File: config.mk
export PLATFORM = sky130hd
export DESIGN_NAME = inert_spi_serf
export DESIGN_NICKNAME = d
export VERILOG_FILES = /design/src/rtl/inert_spi_serf.sv
export SDC_FILE = /design/constraint.sdc
export NUM_CORES = 1
export LEC_CHECK = 0
export BUFFER_PORTS_ARGS = -buffer_cell sky130_fd_sc_hd__buf_4
export CORE_MARGIN = 1.5
export CORE_UTILIZATION = 61
export DETAILED_ROUTE_END_ITERATION = 8
export PLACE_DENSITY = 0.79
export SLEW_MARGIN = 0
export SYNTH_ARGS = -nofsm -noshare
export SYNTH_HDL_FRONTEND = slang
export SYNTH_SLANG_ARGS = --single-unit
File: constraint.sdc
create_clock -name clk -period 2.4 [get_ports clk]
set_input_delay 0.48 -clock clk [delete_from_list [all_inputs] [get_ports clk]]
set_output_delay 0.48 -clock clk [all_outputs]
set_load 0.02 [all_outputs]
File: src/rtl/inert_spi_serf.sv
// SPI responder modelling a 6-axis inertial sensor: 16-bit command frames,
// config registers, and yaw sampling at a fixed output data rate with data-ready INT.
module inert_spi_serf #(
  parameter int         ODR_PERIOD = 1024,
  parameter logic [7:0] WHO_AM_I   = 8'h6A
) (
  input  logic               clk,
  input  logic               rst_n,
  input  logic               SS_n,
  input  logic               SCLK,
  input  logic               MOSI,
  output logic               MISO,
  output logic               INT,
  input  logic signed [15:0] yaw_in
);

  // state | meaning
  // IDLE  | SS_n high (or held low since reset), waiting for a select fall
  // SHIFT | frame active, shifting on synced SCLK rises
  typedef enum logic {IDLE, SHIFT} state_t;

  localparam int TW = (ODR_PERIOD > 2) ? $clog2(ODR_PERIOD) : 1;
  localparam logic [TW-1:0] ODR_LAST = TW'(ODR_PERIOD - 1);

  state_t        state, state_nxt;
  logic          ss_s1, ss_s2, ss_s3;
  logic          sclk_s1, sclk_s2, sclk_s3;
  logic          mosi_s1, mosi_s2;
  logic          ss_fall, ss_rise, sclk_rise;
  logic [4:0]    bit_cnt;
  logic [15:0]   rx_shft, tx_shft, rx_nxt;
  logic [7:0]    int_cfg, ctrl_g, ctrl_x, rd_data;
  logic [7:0]    int_cfg_nxt;
  logic [15:0]   yaw_q, pend_yaw, sample_val;
  logic          pend, tick, sample_apply;
  logic          commit, wr_en, rd_clr, int_nxt;
  logic [TW-1:0] odr_tmr;

  // Select sync flops reset low so a select already held low at reset release
  // is not mistaken for a fall; only a genuine high-to-low starts a frame.
  always_ff @(posedge clk or negedge rst_n) begin
    if (!rst_n) begin
      ss_s1   <= 1'b0;
      ss_s2   <= 1'b0;
      ss_s3   <= 1'b0;
      sclk_s1 <= 1'b1;
      sclk_s2 <= 1'b1;
      sclk_s3 <= 1'b1;
      mosi_s1 <= 1'b0;
      mosi_s2 <= 1'b0;
      state   <= IDLE;
    end else begin
      ss_s1   <= SS_n;
      ss_s2   <= ss_s1;
      ss_s3   <= ss_s2;
      sclk_s1 <= SCLK;
      sclk_s2 <= sclk_s1;
      sclk_s3 <= sclk_s2;
      mosi_s1 <= MOSI;
      mosi_s2 <= mosi_s1;
      state   <= state_nxt;
    end
  end

  always_comb begin
    state_nxt = state;
    ss_fall   = 1'b0;
    ss_rise   = 1'b0;
    case (state)
      IDLE:  if (ss_s3 && !ss_s2) begin
               ss_fall   = 1'b1;
               state_nxt = SHIFT;
             end
      SHIFT: if (ss_s2) begin
               ss_rise   = 1'b1;
               state_nxt = IDLE;
             end
      default: state_nxt = IDLE;
    endcase
  end

  assign sclk_rise = (state == SHIFT) && !ss_s2 && sclk_s2 && !sclk_s3;
  assign rx_nxt    = {rx_shft[14:0], mosi_s2};

  always_comb begin
    rd_data = 8'h00;
    case (rx_nxt[6:0])
      7'h0D:   rd_data = int_cfg;
      7'h0F:   rd_data = WHO_AM_I;
      7'h11:   rd_data = ctrl_g;
      7'h14:   rd_data = ctrl_x;
      7'h26:   rd_data = yaw_q[7:0];
      7'h27:   rd_data = yaw_q[15:8];
      default: rd_data = 8'h00;
    endcase
  end

  always_ff @(posedge clk or negedge rst_n) begin
    if (!rst_n) begin
      bit_cnt <= '0;
      rx_shft <= '0;
      tx_shft <= '0;
    end else if (ss_fall) begin
      bit_cnt <= '0;
      rx_shft <= '0;
      tx_shft <= 16'h0000;
    end else if (sclk_rise) begin
      rx_shft <= rx_nxt;
      if (bit_cnt == 5'd7) tx_shft <= {rd_data, 8'h00};
      else                 tx_shft <= tx_shft << 1;
      if (bit_cnt != 5'd16) bit_cnt <= bit_cnt + 5'd1;
    end
  end

  assign MISO = (state == SHIFT) && tx_shft[15];

  assign commit = ss_rise && (bit_cnt == 5'd16);
  assign wr_en  = commit && !rx_shft[15];
  assign rd_clr = commit && rx_shft[15] && (rx_shft[14:8] == 7'h27);
  assign int_cfg_nxt = (wr_en && rx_shft[14:8] == 7'h0D) ? rx_shft[7:0] : int_cfg;

  assign tick = (ctrl_g != 8'h00) && (odr_tmr == ODR_LAST);
  // A tick landing mid-frame is deferred to the select rise, after the commit.
  assign sample_apply = (tick && state == IDLE && !ss_fall) || (ss_rise && (pend || tick));
  assign sample_val   = tick ? yaw_in : pend_yaw;

  always_comb begin
    int_nxt = INT;
    if (rd_clr || (wr_en && rx_shft[14:8] == 7'h0D && !rx_shft[1])) int_nxt = 1'b0;
    if (sample_apply && int_cfg_nxt[1]) int_nxt = 1'b1;
  end

  always_ff @(posedge clk or negedge rst_n) begin
    if (!rst_n) begin
      int_cfg  <= '0;
      ctrl_g   <= '0;
      ctrl_x   <= '0;
      yaw_q    <= '0;
      pend     <= 1'b0;
      pend_yaw <= '0;
      odr_tmr  <= '0;
      INT      <= 1'b0;
    end else begin
      int_cfg <= int_cfg_nxt;
      INT     <= int_nxt;
      if (wr_en && rx_shft[14:8] == 7'h11) ctrl_g <= rx_shft[7:0];
      if (wr_en && rx_shft[14:8] == 7'h14) ctrl_x <= rx_shft[7:0];
      if (sample_apply) yaw_q <= sample_val;
      if (ss_rise) pend <= 1'b0;
      else if (tick && (ss_fall || state == SHIFT)) begin
        pend     <= 1'b1;
        pend_yaw <= yaw_in;
      end
      if (ctrl_g == 8'h00 || odr_tmr == ODR_LAST) odr_tmr <= '0;
      else                                        odr_tmr <= odr_tmr + 1'b1;
    end
  end

endmodule

==> run metrics, run 1 <==
fin crit share 0.904; drt first-iter violations 304; Worst Path Arrival 2.40 ns; Leak Pwr 2.67 nW; pwr dens 579 nW/um2; CP Class reg -> reg; CTS root buffer clkbuf_8; FFs w/ async S/R, synth 1.00; DRT antenna net count 0; Avg Cell Area, Syn 10.9 um2; dominant synthesized flop cell dfrtp_1; post-synth cell types 56; P&R area growth vs syn 10.5%; largest net degree at the start of global routing 50; total track usage 0.250; dominant cell type by area after synthesis dfrtp_1; fill count 567; clock sink count 106; Post-synth EDFFs 0; sequential area share after synthesis 0.544; Least-Margin Pin Slew 0.798 ns; Final GP Congestion 0.968; top cells by area, synth dfrtp_1 (53%), mux2_2 (5.5%), inv_1 (4.2%); outcome complete, no violations; Synth top area share 0.528; Die ar. 8550 um2; Post-Layout Cell Count 579; grt total ovfl 0; placement row count 32; TritonCTS Buffers 9; Initial Util 0.631; drt total wl 9950 um; Max Slew Vio Count 0; most frequent cell after synthesis dfrtp_1; clock skew 0.0152 ns; Hold WC Path Type in -> async; share of cells above drive strength 1 0.187; Rel. slew slack 0.464; CTS H-tree lvls 3; DP Cell Count 563; drt wl/cell 17.2 um; final setup fails 0; Critical Path Start Type flop; die span in x 92.4 um; worst-path fanout max 19; Mapped Cells 449; Synth warnings 0; global-route wire length before repair 16700 um; I/O Buffers 22; initial antenna violation count 0; Ports 23; Die Span Y 92.4 um; # diodes 0; clock latency on the worst-skew pair 0.38 ns; max_cap viols 0; vias per cell 6.06; final setup TNS 0 ns; drt pass-1 iters 6; core box area 7730 um2; Worst setup EP type flop; flops & latches, synth 106; Mapped Nets 473; DP HPWL 6930 um; vias 3511; CP required 2.63 ns; clock buffer depth 2; CTS tree done; Final Hold Viols 0; number of global-route vias before repair 3395; hold buffers post-CTS 0; Worst-path clk slew 0.12 ns; final net count 496; fin crit period 2.17 ns; drc violations 0; RSZ-0062 raised after global routing false; VDD IR max 0.517 mV; Mapped Area 4880 um2; fmax 461 MHz; commonest cells in the netlist dfrtp_1 (103), inv_1 (54), nand2_1 (47), nor2_1 (25), mux2_2 (24); Fin Hold WS 0.0505 ns
## metal layers
metal / global-route usage / up-vias / share of wire
met1: 0.347 / 1771 / 0.45
met2: 0.400 / 96 / 0.49
met4: 0.0731 / 0 / 0.013
met5: 0 / - / 0
met3: 0.0534 / 18 / 0.055
li1: - / 1626 / -
## cells by family (layout without fill, tap and decap cells)
kind of cell,count (synthesis),count (layout),synth area share
AO/OA/AOI/OAI,76,76,0.115
XOR/XNOR,12,12,0.0215
adder cells (fa/ha/maj),3,3,0.00769
flip-flops,106,106,0.544
multiplexers,44,44,0.0964
buffers and inverters,76,104,0.0626
AND/OR/NAND/NOR,132,132,0.152
## state kept, by name, summed over array words and instances (netlist names), 5 cells and up
name and flops:
bit_cnt 5, ctrl_g 8, pend_yaw 16, odr_tmr 10, ctrl_x 8, rx_shft 16, yaw_q 16, tx_shft 8
int_cfg 8
## power breakdown
part           internal (mW)  switching, mW  total (mW)
clock                  0.428          0.700        1.13
sequential              1.82         0.0269        1.84
combinational         0.0586         0.0944       0.153
total                   2.30          0.821        3.12
## worst max-delay path: stages, from the launching register on
cell,delay [ns]
dfrtp_1,0.78
nor2b_1,0.23
a22o_1,0.23
a2111oi_0,0.59
o21ai_0,0.19
## stage by stage
step | utilization | area (um2) | worst slack [ns] | power (mW)
finish | 0.698 | 5390 | 0.229 | 3.12
global route | 0.698 | 5390 | 0.0276 | 3.24
CTS | 0.697 | 5390 | 0.135 | 3.15
detailed placement | 0.670 | 5180 | 0.119 | 2.03
global placement | 0.670 | 5180 | 0.232 | 2.03
floorplan | - | 4880 | 0.552 | 1.94
## layout by cell type (no fill, tap or decap), drive strengths merged, types with 2 or more instances in the layout
| cell type | netlist | routed |
|---|---|---|
| and4b | 3 | 3 |
| o21ai | 16 | 16 |
| or2 | 3 | 3 |
| a2111oi | 3 | 3 |
| a22o | 7 | 7 |
| and4bb | 2 | 2 |
| clkinv | 0 | 2 |
| ha | 3 | 3 |
| nor2b | 4 | 4 |
| dfstp | 3 | 3 |
| nor3b | 4 | 4 |
| nand4 | 7 | 7 |
| inv | 54 | 59 |
| and2 | 3 | 3 |
| xor2 | 7 | 7 |
| mux2i | 20 | 20 |
| a222oi | 19 | 19 |
| nand2 | 47 | 47 |
| dfrtp | 103 | 103 |
| nand3 | 4 | 4 |
| buf | 9 | 34 |
| and3 | 6 | 6 |
| clkbuf | 13 | 9 |
| nor4 | 5 | 5 |
| xnor2 | 5 | 5 |
| a22oi | 4 | 4 |
| mux2 | 24 | 24 |
| nor2 | 25 | 25 |
| a31oi | 2 | 2 |
| and4 | 2 | 2 |
| nor3 | 9 | 9 |
| nor4bb | 3 | 3 |
| a21oi | 16 | 16 |
## repair_timing
| action | 4_1_cts | 5_1_grt |
|---|---|---|
| endpoints found under the setup margin | 0 | 14 |
| hold endpoints to repair | 0 | 0 |
| buffers inserted | 0 | 0 |
| resized for setup | 0 | 1 |
## final timing paths
kind	start	to	slack [ns]	depth (start not counted)
worst max-delay path	mosi_s2	tx_shft[11]	0.23	4
worst min register to register	sclk_s1	sclk_s2	0.36	0
worst min-delay path	rst_n	rx_shft[13]	0.05	1
max in group asynchronous	rst_n	ctrl_x[4]	1.68	2
worst max register to register	mosi_s2	tx_shft[11]	0.23	4
min in group clk	MOSI	mosi_s1	0.20	1
## cell type report
class	count	area (um2)	area share
clock buffer	9	124	0.0230
multi-input combinational	267	1930	0.357
tap	102	128	0.0237
sequential	106	2660	0.493
timing repair buffer	34	268	0.0497
clock inverter	7	86.3	0.0160
inverter	54	203	0.0376
(Power assumes the default switching activity.)
==> run 2, diff against run 1 <==
--- a/config.mk
+++ b/config.mk
@@ -10,6 +10,7 @@
 export CORE_UTILIZATION = 61
 export DETAILED_ROUTE_END_ITERATION = 8
 export PLACE_DENSITY = 0.79
+export RECOVER_POWER = 100
 export SLEW_MARGIN = 0
 export SYNTH_ARGS = -nofsm -noshare
 export SYNTH_HDL_FRONTEND = slang
==> run 2 against run 1 <==
The run now ends with capacitance limit, slew limit left. Sequential share of layout area up 0.22 points. Combinational power about the same. Setup slack worse by 0.075 ns. Sequential cell count unchanged. Design area down 0.44%. Global-route usage unchanged. Non-clock buffer count unchanged. Clock-buffer cell count unchanged. Power about the same. Clock power about the same. Critical endpoint unchanged. Largest power group unchanged.
==> run metrics, run 2 (synthesis results as in run 1) <==
final setup fails 0 (unchanged); DRT antenna net count 0 (unchanged); Ports 23 (unchanged); total track usage 0.250 (unchanged); CTS root buffer clkbuf_8 (unchanged); pre-CTS setup slack 0.119 ns (unchanged); Die ar. 8550 um2 (unchanged); P&R area growth vs syn 10.0% (was 10.5%); most frequent cells in the layout dfrtp_1 (103), inv_1 (54), nand2_1 (47) (unchanged); commonest non-fill, non-tap cell in the layout dfrtp_1 (unchanged); clock buffer depth 2 (unchanged); drt first-iter violations 371 (was 304); vias 3499 (was 3511); Worst Path Arrival 2.47 ns (was 2.40 ns); global-route wire length before repair 16700 um (unchanged); fin crit period 2.25 ns (was 2.17 ns); Least-Margin Pin Slew 1.96 ns (was 0.798 ns); CTS tree done (unchanged); Slowest cell on crit path dfrtp_1 (unchanged); core box area 7730 um2 (unchanged); clock skew 0.0153 ns (was 0.0152 ns); final setup TNS 0 ns (unchanged); failing checks capacitance limit, slew limit; Hold WC Path Type in -> reg (was in -> async); crit-path max cell delay 0.77 ns (was 0.78 ns); drt pass-1 iters 9 (was 6); clock latency on the worst-skew pair 0.38 ns (about the same); CP Class reg -> reg (unchanged); Worst setup EP type flop (unchanged); fin crit share 0.936 (was 0.904); Worst-path clk slew 0.12 ns (about the same); max_cap viols 1 (was 0); vias per cell 6.04 (was 6.06); Initial Util 0.631 (unchanged); drc violations 0 (unchanged); Rel. slew slack -0.305 (was 0.464); setup repair bufs after CTS 0 (unchanged); share of cells above drive strength 1 0.168 (was 0.187); TritonCTS Buffers 9 (unchanged); Final Hold Viols 0 (unchanged); Max Slew Vio Count 35 (was 0); Critical Path Start Type flop (unchanged); biggest regs pend_yaw x16, rx_shft x16, yaw_q x16 (unchanged); initial antenna violation count 0 (unchanged); clock sink count 106 (unchanged); Final GP Congestion 0.968 (unchanged); placement row count 32 (unchanged); Die Span Y 92.4 um (unchanged); die span in x 92.4 um (unchanged); setup ws final 0.154 ns (was 0.229 ns); I/O Buffers 22 (unchanged); drt total wl 9900 um (was 9950 um); pwr dens 582 nW/um2 (was 579 nW/um2); CP required 2.63 ns (about the same); final instance area 5370 um2 (was 5390 um2); dpl cell area 5180 um2 (unchanged); largest net degree at the start of global routing 50 (unchanged); Leak Pwr 2.65 nW (was 2.67 nW); drt wl/cell 17.1 um (was 17.2 um); CTS H-tree lvls 3 (unchanged); Final Util 0.695 (was 0.698); RSZ-0062 raised after global routing false (unchanged); grt total ovfl 0 (unchanged); VDD IR max 0.516 mV (was 0.517 mV); final net count 496 (unchanged); fmax 445 MHz (was 461 MHz); outcome complete, but fails checks (was complete, no violations); number of global-route vias before repair 3395 (unchanged); worst-path fanout max 19 (unchanged); DP HPWL 6930 um (unchanged); crit-path cells nor2b_1 -> a22o_1 -> a2111oi_0 -> o21ai_0 (unchanged); # diodes 0 (unchanged)
-- run 2: area by class of cell --
cell class / count / area [um2]
clock inverters: 7 / 86.3
inverters: 54 / 203
fillers: 573 / 2360
flip-flops and latches: 106 / 2660
well taps: 102 / 128
clock buffers: 9 / 124
multi-input cells: 267 / 1920
repair buffers: 34 / 253
-- run 2: critical path, delay by kind of cell (launching register included) --
| kind | cells | cell delay (ns) |
|---|---|---|
| AO/OA/AOI/OAI | 3 | 1.08 |
| flip-flops | 1 | 0.77 |
| AND/OR/NAND/NOR | 1 | 0.24 |
-- run 2: report_power, final --
part / total [mW] / switching (mW) / internal, mW
registers: 1.84 / 0.0266 / 1.82
logic: 0.151 / 0.0943 / 0.0569
clock network: 1.13 / 0.701 / 0.428
-- run 2: worst paths after layout --
check | endpoint | from | cells past startpoint | slack, ns
setup / recovery | tx_shft[11] | mosi_s2 | 4 | 0.15
hold reg to reg | mosi_s2 | mosi_s1 | 0 | 0.36
max in group asynchronous | ctrl_x[4] | rst_n | 2 | 0.42
min in group asynchronous | rx_shft[13] | rst_n | 1 | 0.64
hold / removal | sclk_s1 | SCLK | 1 | 0.21
setup reg to reg | tx_shft[11] | mosi_s2 | 4 | 0.15
-- run 2: what timing repair did --
| item | in CTS | in global routing |
|---|---|---|
| hold buffers | 0 | 0 |
| endpoints found under the setup margin | 0 | 14 |
| gates resized for setup | 0 | 1 |
-- run 2: per-stage QoR --
stage,instances,power (mW),hold WS [ns]
after CTS,579,3.15,0.0550
final,579,3.12,0.209
after detailed placement,563,2.03,0.338
after global routing,579,3.24,0.192
after floorplan,449,1.94,0.184
after global placement,563,2.03,0.332
-- run 2: routing by layer --
metal / GRT usage / wire length (um) / vias to the layer above / share of wire
met2: 0.400 / 4860 / 97 / 0.49
met3: 0.0534 / 485 / 17 / 0.049
li1: - / - / 1620 / -
met5: 0 / 0 / - / 0
met1: 0.347 / 4410 / 1765 / 0.45
met4: 0.0731 / 138 / 0 / 0.014
==> run 3, diff against run 2 <==
==> constraint.sdc (replaced) <==
create_clock -name clk -period 2.7 [get_ports clk]
set_input_delay 0.54 -clock clk [delete_from_list [all_inputs] [get_ports clk]]
set_output_delay 0.54 -clock clk [all_outputs]
set_load 0.02 [all_outputs]
==> run 3 against run 2 <==
First-iteration DRC count decreased by 29%. Critical path type unchanged. The run now ends clean. Core utilization is 1.2 points lower. Largest power group unchanged. Combinational power shrank 15%.
==> run metrics, run 3 (synthesis results as in run 1) <==
Initial Util 0.631 (unchanged); VDD IR max 0.369 mV (was 0.516 mV); Post-Layout Cell Count 574 (was 579); Worst path depth 4 (unchanged); max_cap viols 0 (was 1); Hold WC Path Type in -> reg (unchanged); drt pass-1 iters 7 (was 9); drt total wl 10200 um (was 9900 um); Max Slew Vio Count 0 (was 35); drt wl/cell 17.7 um (was 17.1 um); fin crit period 2.39 ns (was 2.25 ns); most frequent cells in the layout dfrtp_1 (103), inv_1 (54), nand2_1 (47) (unchanged); die span in x 92.4 um (unchanged); core box area 7730 um2 (unchanged); WP buf/inv 1 (was 0); clock skew 0.00983 ns (was 0.0153 ns); worst-path fanout max 23 (was 19); Die Span Y 92.4 um (unchanged); clock latency on the worst-skew pair 0.37 ns (was 0.38 ns); Worst setup EP type flop (unchanged); Worst Path Arrival 2.67 ns (was 2.47 ns); vias per cell 6.05 (was 6.04); Hold Crit Depth 1 (unchanged); CTS tree done (unchanged); crit-path max cell delay 0.76 ns (was 0.77 ns); commonest non-fill, non-tap cell in the layout dfrtp_1 (unchanged); Final Hold Viols 0 (unchanged); Critical Path Start Type flop (unchanged); TritonCTS Buffers 9 (unchanged); clock sink count 106 (unchanged); hold buffers post-CTS 0 (unchanged); RSZ-0062 raised after global routing false (unchanged); grt total ovfl 0 (unchanged); reg2reg end tx_shft[12] (was tx_shft[11]); # diodes 0 (unchanged); clock buffer depth 2 (unchanged); P&R area growth vs syn 8.05% (was 10.0%); fmax 419 MHz (was 445 MHz); Resized cells post-CTS 0 (unchanged); Worst-path clk slew 0.10 ns (was 0.12 ns); DP HPWL 6890 um (was 6930 um); Top delay family on crit path compound AO/OA/AOI/OAI gates (unchanged); crit-path cells and4bb_1 -> clkbuf_1 -> o311ai_0 -> o21ai_0 (was nor2b_1 -> a22o_1 -> a2111oi_0 -> o21ai_0); fill count 577 (was 573); Final GP Congestion 0.979 (was 0.968); drc violations 0 (unchanged); outcome complete, no violations (was complete, but fails checks); FF-to-FF Start ss_s2 (was mosi_s2); r2r setup slk 0.31 ns (was 0.15 ns); final net count 492 (was 496); fin crit share 0.884 (was 0.936); Least-Margin Pin Slew 1.23 ns (was 1.96 ns); share of cells above drive strength 1 0.157 (was 0.168); pwr dens 524 nW/um2 (was 582 nW/um2); CTS H-tree lvls 3 (unchanged); initial antenna violation count 0 (unchanged); biggest regs pend_yaw x16, rx_shft x16, yaw_q x16 (unchanged); R2R cell count 4 (unchanged); DP Cell Count 559 (was 563); Ports 23 (unchanged); I/O Buffers 22 (unchanged); drt first-iter violations 265 (was 371); Slowest cell on crit path clkbuf_1 (was dfrtp_1); CP required 2.98 ns (was 2.63 ns); number of global-route vias before repair 3389 (was 3395); Leak Pwr 2.61 nW (was 2.65 nW); vias 3475 (was 3499); Die ar. 8550 um2 (unchanged); global-route wire length before repair 17200 um (was 16700 um); setup repair bufs after CTS 0 (unchanged); CTS root buffer clkbuf_8 (unchanged); Hold Path End sclk_s1 (unchanged); CP Class reg -> reg (unchanged); Worst Min Path Start SCLK (unchanged); Final Util 0.682 (was 0.695); total track usage 0.261 (was 0.250); placement row count 32 (unchanged); DRT antenna net count 0 (unchanged); final setup fails 0 (unchanged); largest net degree at the start of global routing 47 (was 50); final setup TNS 0 ns (unchanged); Rel. slew slack 0.179 (was -0.305)
run 3: layout make-up:
type	instances	area, um2	area share
clock buffers	9	124	0.0235
clock inverters	6	75.1	0.0142
inverters	54	203	0.0384
multi-input cells	267	1890	0.358
flip-flops and latches	106	2660	0.504
well taps	102	128	0.0242
repair buffers	30	200	0.0380
run 3: power by group:
part	internal, mW	total, mW	switching (mW)
Combinational	0.0460	0.128	0.0823
Clock	0.437	0.993	0.556
Sequential	1.61	1.64	0.0256
run 3: metal layers:
layer | routed length, um | part of all wire | GRT usage
met5 | 0 | 0 | 0
met4 | 108 | 0.011 | 0.0603
met3 | 526 | 0.052 | 0.0722
met2 | 4980 | 0.49 | 0.406
met1 | 4550 | 0.45 | 0.367
run 3: how the worst max path moves through the flow:
| stage | end | slack [ns] | from |
|---|---|---|---|
| floorplan | ctrl_g[0] | 0.85 | bit_cnt[0] |
| global placement | yaw_q[12] | 0.52 | ctrl_g[6] |
| detailed placement | yaw_q[0] | 0.38 | odr_tmr[0] |
| CTS | yaw_q[1] | 0.40 | odr_tmr[0] |
| global route | yaw_q[12] | 0.09 | odr_tmr[0] |
| finish | tx_shft[12] | 0.31 | ss_s2 |
run 3: through the flow:
| step | worst slack [ns] | power (mW) | hold WS, ns | instance area [um2] |
|---|---|---|---|---|
| 2_1_floorplan | 0.852 | 1.72 | 0.244 | 4880 |
| 4_1_cts | 0.398 | 2.79 | 0.158 | 5350 |
| 3_5_place_dp | 0.383 | 1.80 | 0.339 | 5150 |
| 3_3_place_gp | 0.520 | 1.80 | 0.334 | 5150 |
| 5_1_grt | 0.0943 | 2.88 | 0.234 | 5270 |
| 6_report | 0.314 | 2.76 | 0.275 | 5270 |
